### src/rtl/wr_burst_controller.sv
// Burst sequencer for a C3SRAM array: four-phase row waveforms, row wrap-around, optional write-verify.
// Optional feature macro: WR_BURST_CTRL_VERIFY_EN (re-read every written row and flag mismatches).
module wr_burst_controller #(
  parameter int numRows     = 8,
  parameter int numCols     = 8,
  parameter int maxBurst    = 8,
  parameter int phaseCycles = 1,
  localparam int addrW = (numRows > 1) ? $clog2(numRows) : 1,
  localparam int lenW  = (maxBurst > 1) ? $clog2(maxBurst) : 1
) (
  input  logic               clk,
  input  logic               nrst,
  input  logic               req_valid_i,
  output logic               req_ready_o,
  input  logic               req_write_i,
  input  logic [addrW-1:0]   req_addr_i,
  input  logic [lenW-1:0]    req_len_i,
  input  logic [numCols-1:0] wr_data_i,
  input  logic               wr_data_valid_i,
  output logic               wr_data_ready_o,
  input  logic [numCols-1:0] c3sram_rd_data_i,
  output logic [numCols-1:0] rd_data_o,
  output logic               rd_valid_o,
  output logic               done_o,
  output logic               verify_err_o,
  output logic [numCols-1:0] wr_data_q,
  output logic [numCols-1:0] c3sram_csel_o,
  output logic               c3sram_saen_o,
  output logic               c3sram_w2b_o,
  output logic               c3sram_nprecharge_o,
  output logic [numRows-1:0] c3sram_wl_o
);

  localparam int cycW = (phaseCycles > 1) ? $clog2(phaseCycles) : 1;

  typedef enum logic [2:0] {S_IDLE, S_WDATA, S_WRITE, S_READ, S_VERIFY} state_t;

  state_t              state, state_next;
  logic [1:0]          phase;
  logic [cycW-1:0]     cyc;
  logic [addrW-1:0]    row;
  logic [lenW-1:0]     remaining;
  logic [numRows-1:0]  row_hot;
  logic                in_op, phase_end, op_end, last_row, row_done, wl_on;

  assign in_op     = (state == S_WRITE) || (state == S_READ) || (state == S_VERIFY);
  assign phase_end = (cyc == cycW'(phaseCycles - 1));
  assign op_end    = in_op && phase_end && (phase == 2'd3);
  assign last_row  = (remaining == '0);
  assign wl_on     = (phase == 2'd1) || (phase == 2'd2);
  assign row_hot   = numRows'(1) << row;

  // With verify enabled a row is only finished once its read-back op completes.
`ifdef WR_BURST_CTRL_VERIFY_EN
  assign row_done = op_end && (state != S_WRITE);
`else
  assign row_done = op_end;
`endif

  assign done_o          = row_done && last_row;
  assign req_ready_o     = (state == S_IDLE);
  assign wr_data_ready_o = (state == S_WDATA);

  always_ff @(posedge clk or negedge nrst) begin
    if (!nrst) begin
      state <= S_IDLE;
      phase <= 2'd0;
      cyc   <= '0;
    end else begin
      state <= state_next;
      if (in_op) begin
        if (phase_end) begin
          cyc   <= '0;
          phase <= phase + 2'd1;
        end else begin
          cyc <= cyc + cycW'(1);
        end
      end else begin
        cyc   <= '0;
        phase <= 2'd0;
      end
    end
  end

  always_comb begin
    state_next          = state;
    c3sram_csel_o       = '0;
    c3sram_saen_o       = 1'b0;
    c3sram_w2b_o        = 1'b0;
    c3sram_nprecharge_o = 1'b0;
    c3sram_wl_o         = '0;
    case (state)
      S_IDLE: begin
        if (req_valid_i) state_next = req_write_i ? S_WDATA : S_READ;
      end
      S_WDATA: begin
        if (wr_data_valid_i) state_next = S_WRITE;
      end
      S_WRITE: begin
        c3sram_w2b_o        = 1'b1;
        c3sram_nprecharge_o = 1'b1;
        if (wl_on) c3sram_wl_o = row_hot;
        if (op_end) begin
`ifdef WR_BURST_CTRL_VERIFY_EN
          state_next = S_VERIFY;
`else
          state_next = last_row ? S_IDLE : S_WDATA;
`endif
        end
      end
      S_READ, S_VERIFY: begin
        c3sram_saen_o       = (phase == 2'd2);
        c3sram_csel_o       = phase[0] ? '0 : '1;
        c3sram_nprecharge_o = (phase != 2'd3);
        if (wl_on) c3sram_wl_o = row_hot;
        if (op_end) begin
          if (last_row)               state_next = S_IDLE;
          else if (state == S_READ)   state_next = S_READ;
          else                        state_next = S_WDATA;
        end
      end
      default: state_next = S_IDLE;
    endcase
  end

  // Burst bookkeeping, write data latch and read capture at the end of P2.
  always_ff @(posedge clk or negedge nrst) begin
    if (!nrst) begin
      row        <= '0;
      remaining  <= '0;
      wr_data_q  <= '0;
      rd_data_o  <= '0;
      rd_valid_o <= 1'b0;
    end else begin
      rd_valid_o <= 1'b0;
      if ((state == S_IDLE) && req_valid_i) begin
        row       <= req_addr_i;
        remaining <= req_len_i;
      end else if (row_done) begin
        row       <= (row == addrW'(numRows - 1)) ? '0 : row + addrW'(1);
        remaining <= remaining - lenW'(1);
      end
      if ((state == S_WDATA) && wr_data_valid_i) wr_data_q <= wr_data_i;
      if ((state == S_READ) && (phase == 2'd2) && phase_end) begin
        rd_data_o  <= c3sram_rd_data_i;
        rd_valid_o <= 1'b1;
      end
    end
  end

`ifdef WR_BURST_CTRL_VERIFY_EN
  always_ff @(posedge clk or negedge nrst) begin
    if (!nrst) begin
      verify_err_o <= 1'b0;
    end else if ((state == S_VERIFY) && (phase == 2'd2) && phase_end &&
                 (c3sram_rd_data_i != wr_data_q)) begin
      verify_err_o <= 1'b1;
    end
  end
`else
  assign verify_err_o = 1'b0;
`endif

endmodule

### config.mk
export PLATFORM = sky130hd
export DESIGN_NAME = wr_burst_controller
export DESIGN_NICKNAME = d
export VERILOG_FILES = /design/src/rtl/wr_burst_controller.sv
export SDC_FILE = /design/constraint.sdc
export NUM_CORES = 1
export LEC_CHECK = 0
export ABC_CLOCK_PERIOD_IN_PS = 3250
export BUFFER_PORTS_ARGS = -buffer_cell sky130_fd_sc_hd__clkbuf_2
export CORE_MARGIN = 2
export CORE_UTILIZATION = 48
export DETAILED_ROUTE_END_ITERATION = 7
export HOLD_SLACK_MARGIN = 0.03
export PLACE_DENSITY = 0.81
export REMOVE_ABC_BUFFERS = 1
export SYNTH_ARGS = -nofsm -noshare
export SYNTH_HDL_FRONTEND = slang
export SYNTH_SLANG_ARGS = --single-unit
### constraint.sdc
create_clock -name clk -period 3.25 [get_ports clk]
set_input_delay 0.65 -clock clk [delete_from_list [all_inputs] [get_ports clk]]
set_output_delay 0.65 -clock clk [all_outputs]
set_load 0.005 [all_outputs]
* After elaboration in Yosys (flattened, before gate mapping) *
Index checks and enable logic that the tools add are counted.

operators by class
  bitwise operators = 1
  shift operators = 1
  multiplexer cells = 26
  equal/unequal tests = 14
  add/sub/neg operators = 4
  reduce and logical (&&, ||, !) cells = 16

operators by type and width
  kind                                                                    count
  8-bit two-way mux                                                       4
  3-bit two-way mux                                                       9
  2-bit inequality test (second input constant)                           6
  3-bit case mux with 4 select lines                                      1
  2-bit two-way mux                                                       5
  1-bit by 3-bit left shift with 8-bit output (first input constant)      1
  1-bit logical AND                                                       7
  3-bit by 2-bit equality test with 1-bit output (second input constant)  2
  3-bit equality test (second input constant)                             2
  3-bit logical NOT                                                       2
  1-bit two-way mux                                                       6
  2-bit equality test (second input constant)                             2
  4-bit AND reduction                                                     1
  3-bit by 1-bit adder with 3-bit output (second input constant)          1
  3-bit by 1-bit equality test with 1-bit output (second input constant)  1
  1-bit logical OR                                                        3
  3-bit OR reduction                                                      1
  3-bit by 1-bit subtractor with 3-bit output (second input constant)     1
  2-bit by 1-bit adder with 2-bit output (second input constant)          1
  2-bit by 1-bit equality test with 1-bit output (second input constant)  1
  1-bit case mux with 2 select lines                                      1
  2-bit nonzero test                                                      1
  2-bit OR reduction                                                      1
  1-bit adder (second input constant)                                     1
  1-bit inverter                                                          1

word-level totals
  register bits after elaboration = 29
  input bits = 27

* Logic depth before layout (Yosys ltp) *
Gate-level depths: netlist of the first run.

  depth after elaboration = 7
  gate-level depth with buffers = 5
  mapped depth without buffers = 5

* Worst setup path after synthesis of the first run *
No wires, ideal clock.

  path type = flip-flop to output port
  start = reg state[1]
  end = out c3sram_csel_o[1]
  cell stages (with the launch flop) = 5
  arrival = 1.401 ns
  path buffers = 2
  setup slack = 1.199 ns
  path through = dfrtp_1 buf_6 inv_1 nor3_1 buf_4

between the ends
  cells in the longest elaborated chain, start to end = 3
  elaborated cells on any way between the ends = 4
  those cells by class = eq/ne (2); mux (1); reduce/logical (1)

RTL lines
  item                                                                                   line  source
  start: declaration                                                                     38    state_t state, state_next;
  start signal: assignment                                                               70    state <= state_next;
  3-bit by 2-bit equality test with 1-bit output or 3-bit equality test (tied branches)  92    case (state)
  2-bit OR reduction *                                                                   92
  8-bit two-way mux *                                                                    92
  end: declaration                                                                       27    output logic [numCols-1:0] c3sram_csel_o,

Every way passes the cells marked *; elsewhere a longest branch is shown, timed or not.

* Worst setup path in the final report of the first run *
  start = reg state[1]
  end = out c3sram_csel_o[5]

Same word-level chain as after synthesis.

==> results of run 1 <==
==> Yosys cell counts, types with 2 or more instances <==
library cell	number
inv_1	9
nand2_1	4
ha_1	10
buf_6	2
nor2_1	7
and2_1	2
nand2_2	2
dfrtp_1	27
buf_4	8
a21oi_1	2
a221o_1	2
and3_1	6
mux2_2	16
o21ai_0	3
nor3_1	2
nand3_1	2
==> how the worst max path moves through the flow <==
| stage | startpoint | endpoint | slack, ns | depth (start not counted) |
|---|---|---|---|---|
| after global placement | state[1] | c3sram_csel_o[0] | 1.03 | 3 |
| after floorplan | state[1] | c3sram_csel_o[0] | 0.95 | 2 |
| after detailed placement | state[1] | c3sram_csel_o[5] | 0.92 | 3 |
| after global routing | state[1] | c3sram_csel_o[0] | 0.40 | 3 |
| final | state[1] | c3sram_csel_o[5] | 0.57 | 3 |
| after CTS | state[1] | c3sram_csel_o[5] | 0.54 | 3 |
==> cells by family (layout without fill, tap and decap cells) <==
logic type      Yosys count  count (layout)  share of synthesized area, %
compound gates           12              12                         5.904
xor+xnor                  1               1                        0.6169
fa+ha+maj                10              10                         8.811
buf+inv                  19              78                         8.194
flops                    27              27                         47.58
mux                      17              17                         13.39
other cells               1               1                        0.2641
simple gates             33              33                         15.24
==> placed cells by master (no fill, tap or decap), types with 2 or more instances in the layout <==
cell      synthesis  final
a21oi_1           2      2
a221o_1           2      2
and2_1            2      2
and3_1            6      6
clkbuf_2          0     65
clkbuf_4          0      3
dfrtp_1          27     27
ha_1             10     10
inv_1             9      9
mux2_2           16     16
nand2_1           4      4
nand2_2           2      2
nand3_1           2      2
nor2_1            7      7
nor3_1            2      2
o21ai_0           3      3
==> cell type report <==
class,count,area (um2)
clock buffers,3,22.52
repair buffers,65,325.3
well taps,31,38.79
flip-flops and latches,27,675.6
inverters,9,33.78
fillers,256,1050
clock inverters,1,7.507
multi-input cells,74,628.1
==> per-stage QoR <==
stage	utilization, %	worst slack [ns]	std cells	power (mW)
finish	62.26	0.5667	210	1.623
global route	62.26	0.3981	210	1.768
CTS	62.26	0.5376	210	1.648
detailed placement	61.18	0.9213	206	1.500
global placement	61.18	1.028	206	1.462
floorplan	-	0.9478	110	1.132
==> flip-flops by register name (all words and copies together), names as in the netlist <==
signal	count
state	2
row	3
phase	2
remaining	3
wr_data_q	8
rd_data_o	8
rd_valid_o	1
==> layer usage <==
layer  vias up  GRT usage [%]  wire length, um  share of wire, %
li1        520              -                -                 -
met1       496          21.10             1111                41
met2        38          31.30             1470                54
met3         0          2.198              142               5.2
met4         0          2.990                0                 0
met5         -              0                0                 0
==> power by group through the flow <==
| stage | logic [mW] | clock network, mW | registers [mW] |
|---|---|---|---|
| floorplan | 0.489 | 0 | 0.643 |
| finish | 0.829 | 0.147 | 0.648 |
| CTS | 0.846 | 0.154 | 0.649 |
| detailed placement | 0.845 | 0 | 0.655 |
| global placement | 0.818 | 0 | 0.643 |
| global route | 0.923 | 0.171 | 0.675 |
==> worst reg2reg max path, cell delays in order (launching register included) <==
cell and delay [ns]:
dfrtp_1 0.66, and2b_2 0.31, nand2_2 0.17, mux2_2 0.35
==> impl_results.md, run 1 <==
- Max Slew Vio Count: 0
- Power share of the clock group: under 10%
- Die height: 58.39 um
- CTS tree: built
- Post-DP Area: ~0.0017 mm2
- Power per Cell Area: 937.3 mW/mm2
- Routed Antenna Nets: 0
- Static leakage power: around 0.94 nW
- Chip width: roughly 58 um
- Ys flop type: dfrtp_1
- Hold Vio Cnt, Final: 0
- CTS sink count: 27
- Core area: approximately 0.0028 mm2
- EDFF count, synth: 0
- Crit path buf inv count: 2
- Hold Buf Count CTS: 0
- CP arrival: ~2.0 ns
- Initial DRC count: 27
- GPL Wtd Cong: 0.7905
- Skew-Pair Late Insertion Delay: between 0.3 and 0.4 ns
- Sequential area share after synthesis: 47.58%
- Peak Freq: between 0.3 and 0.4 GHz
- CP endpoint kind: output pin
- Final wirelength: 2724 um
- Reg2reg path depth: 3
- Dpl hpwl: between 2000 and 2500 um
- Synthesis-stage register bit count: 27
- Initial Utilization: between 50 and 60%
- Outcome: finished clean
- P_sw: around 0.64 mW
- Slew headroom: 52.93%
- FP Rows: 19
- Total CTS buffers: 3
- Unrepaired setup endpoints after global routing: false
- H-tree levels: 1
- Synth area leader: dfrtp_1
- # diodes: 0
- Root Buffer: clkbuf_4
- Setup_tns: 0 ns
- Fin Hold WS: between 0.3 and 0.4 ns
- Worst reg2reg setup slack: roughly 1.7 ns
- Initial antenna violation count: 0
- Worst-margin pin slew: roughly 0.7 ns
- Ys async rst share: 100.0%
- Setup violations, final: 0
- Peak supply drop: 0.5576 mV
- DRC viols: 0
- Final period util: 82.56%
- Peak per-stage delay on the critical path: 0.66 ns
- Max cap viols: 0
- Seq pwr share: around two fifths
- Tot GR Track Use: between 15 and 20%
- Comb power frac: between 50% and 60%
- Final instance area: between 0.0015 and 0.002 mm2
- # resized after CTS: 0
- Die ar.: between 0.003 and 0.004 mm2
- Reg clk slew, reported paths: roughly 0.16 ns
- Crit path max-delay cell type: dfrtp_1
- Syn avg cell area: 11.83 um2
- Sw Share: 39.31%
- Cells after Synth: 120
- Warnings from Yosys: 0
- Synth unique cells: 32
- Router iterations before antenna repair: 4
- Via/cell ratio: about 5.0
- RR Startpoint: state[1]
- Required @ worst endpoint: 2.60 ns
- Final min period: between 2 and 3 ns
- Port Buf Inserts: 65
- Post-CTS setup buffer count: 0
- Top Ports: between 60 and 70
- Vias: between 1000 and 1500
- Synth top area share: 47.58%
- WS Path Type: register to output pin
- Area Growth Syn to Fin: 21.94%
- Setup Skew: ~0.014 ns
- Startpoint Class: register
- Largest net degree at the start of global routing: 28
- Worst r2r dst: wr_data_q[1]
- Post-synthesis cell area: roughly 0.0014 mm2
- Crit path cell chain: inv_1 -> nor3_1 -> clkbuf_2
- Share of layout cells above drive strength 1: 51.96%
- Vias in the first global route: 1073
- Final net count: about 220
- Max clock buf depth: 2
- Critical path's top delay family: flip-flops
- Crit Path Max Fanout: 12
- Grt total ovfl: 0
- Global-route wire length before repair: ~4500 um
- Area contributors post-synth: dfrtp_1, mux2_2, ha_1
- Min-delay worst type: primary input to asynchronous set/reset pin
- Wire length per cell: about 13 um
- P_int: approximately 0.99 mW
No activity file was read; power rests on OpenSTA's default activity.
==> run 2: changes to the inputs <==
--- a/config.mk
+++ b/config.mk
@@ -5,13 +5,13 @@
 export SDC_FILE = /design/constraint.sdc
 export NUM_CORES = 1
 export LEC_CHECK = 0
-export ABC_CLOCK_PERIOD_IN_PS = 3250
+export ABC_CLOCK_PERIOD_IN_PS = 2400
 export BUFFER_PORTS_ARGS = -buffer_cell sky130_fd_sc_hd__clkbuf_2
 export CORE_MARGIN = 2
-export CORE_UTILIZATION = 48
+export CORE_UTILIZATION = 41
 export DETAILED_ROUTE_END_ITERATION = 7
 export HOLD_SLACK_MARGIN = 0.03
-export PLACE_DENSITY = 0.81
+export PLACE_DENSITY = 0.74
 export REMOVE_ABC_BUFFERS = 1
 export SYNTH_ARGS = -nofsm -noshare
 export SYNTH_HDL_FRONTEND = slang
==> constraint.sdc (replaced) <==
create_clock -name clk -period 2.4 [get_ports clk]
set_input_delay 0.48 -clock clk [delete_from_list [all_inputs] [get_ports clk]]
set_output_delay 0.48 -clock clk [all_outputs]
set_load 0.005 [all_outputs]
==> impl_results.md, run 2 (synthesized netlist as in run 1, its figures left out) <==
- GPL Wtd Cong: 0.7914 (+0.11%)
- Leading cell type in the layout, fill and taps excluded: clkbuf_2
- Initial DRC count: 27 (unchanged)
- Final instance area: 0.001759 mm2 (+1.6%)
- FP Rows: 21 (+2)
- Setup Skew: 0.006651 ns (-0.007631 ns)
- Post-DP Area: 0.001728 mm2 (+1.5%)
- Startpoint Class: register
- Worst-margin pin slew: 0.6685 ns (-0.03210 ns)
- # resized after CTS: 0 (unchanged)
- Max clock buf depth: 2 (unchanged)
- Final min period: about 2.2 ns
- Core area: 0.003337 mm2 (+20%)
- Required @ worst endpoint: 1.92 ns (-0.68 ns)
- Top Ports: 67 (unchanged)
- CP arrival: 1.75 ns (-0.28 ns)
- Post-CTS setup buffer count: 0 (unchanged)
- Final period util: slightly above 90%
- Grt total ovfl: 0 (unchanged)
- Setup violations, final: 0 (unchanged)
- Max Slew Vio Count: 0 (unchanged)
- Vias in the first global route: 1089 (+1.5%)
- Chip width: 62.86 um (+7.6%)
- WS Path Type: register to output pin
- Static leakage power: 0.9524 nW (+1.0%)
- CTS tree: built
- Global-route wire length before repair: 4802 um (+6.3%)
- Final net count: 218 (+0.46%)
- Crit Path Max Fanout: 12 (unchanged)
- Peak supply drop: 0.7040 mV (+26%)
- Power per Cell Area: 1275 mW/mm2 (+36%)
- Total CTS buffers: 3 (unchanged)
- Skew-Pair Late Insertion Delay: 0.33 ns (about the same)
- Final core utilization: 52.72% (-9.5 points)
- CTS sink count: 27 (unchanged)
- Slew headroom: 55.43% (+2.5 points)
- Wire length per cell: 12.63 um (-2.6%)
- Hold Vio Cnt, Final: 0 (unchanged)
- Share of layout cells above drive strength 1: 52.22% (+0.27 points)
- Reg clk slew, reported paths: 0.16 ns (about the same)
- Most frequent cells in the layout: clkbuf_2, dfrtp_1, mux2_2
- Largest net degree at the start of global routing: 28 (unchanged)
- Dpl hpwl: 2308 um (+4.3%)
- Tot GR Track Use: 15.08% (-1.8 points)
- Unrepaired setup endpoints after global routing: false
- Router iterations before antenna repair: 4 (unchanged)
- Via/cell ratio: 4.668 (-7.0%)
- Peak Freq: roughly 0.45 GHz
- Top flop regs: rd_data_o: 8 flops, wr_data_q: 8 flops
- Outcome: finished clean
- Max cap viols: 0 (unchanged)
- Setup_tns: 0 ns (unchanged)
- Area Growth Syn to Fin: 23.88%
- Fillers: 303 (+18%)
- Placed Cells: 222 (+7.8%)
- Sequential Area: 675.6 um2 (unchanged)
- Non-Filler Instances: 226 (+7.6%)
- Min-delay worst type: primary input to asynchronous set/reset pin
- Initial antenna violation count: 0 (unchanged)
- # diodes: 0 (unchanged)
- Vias: 1055 (+0.095%)
- Hold Buf Count CTS: 0 (unchanged)
- DRC viols: 0 (unchanged)
- CP endpoint kind: output pin
- Initial Utilization: 42.56% (-8.5 points)
- H-tree levels: 1 (unchanged)
- Root Buffer: clkbuf_4
- Die ar.: 0.003951 mm2 (+16%)
- Routed Antenna Nets: 0 (unchanged)
- Multi-input gate area: 628.1 um2 (unchanged)
- Final wirelength: 2855 um (+4.8%)
- Port Buf Inserts: 65 (unchanged)
- Die height: 62.86 um (+7.6%)
-- run 2: layer usage --
metal  GRT usage (%)  vias to the layer above  share of wire, %
met2           28.76                       37                55
met1           16.59                      498                39
met4           4.444                        0              0.95
met3           3.243                        2               5.1
met5               0                        -                 0
li1                -                      518                 -
-- run 2: metrics by stage --
| step | hold slack (ns) | power, mW | setup slack [ns] |
|---|---|---|---|
| after detailed placement | 0.4958 | 2.058 | 0.5548 |
| after global routing | 0.1630 | 2.446 | 0.02614 |
| final | 0.1425 | 2.243 | 0.1710 |
| after floorplan | 0.1844 | 1.533 | 0.2678 |
| after CTS | 0.1594 | 2.273 | 0.1643 |
| after global placement | 0.4686 | 1.993 | 0.6223 |
-- run 2: area by class of cell --
| cell class | instances | share of cell area (%) |
|---|---|---|
| inverter | 9 | 1.920 |
| tap | 46 | 3.272 |
| clock inverter | 1 | 0.4979 |
| timing repair buffer | 66 | 18.92 |
| multi-input combinational | 74 | 35.70 |
| sequential | 27 | 38.41 |
| clock buffer | 3 | 1.280 |
-- run 2: worst paths after layout --
check	slack, ns	cells past startpoint	start	to
max	0.17	4	state[1]	c3sram_wl_o[0]
min	0.14	1	nrst	rd_data_o[2]
max reg2reg	0.79	3	state[1]	wr_data_q[3]
min reg2reg	0.52	1	phase[0]	phase[0]
max in group asynchronous	1.83	1	nrst	state[0]
min in group clk	0.34	3	req_addr_i[0]	row[0]
-- run 2: critical path: stages (launching register included) --
cell      delay (ns)
dfrtp_1         0.67
inv_1           0.24
nor2_4          0.20
and3_1          0.19
clkbuf_2        0.11
-- run 2: report_power, final --
group	switching, mW	internal (mW)
sequential	0.198	0.686
clock	0.145	0.0681
combinational	0.544	0.602
total	0.887	1.36
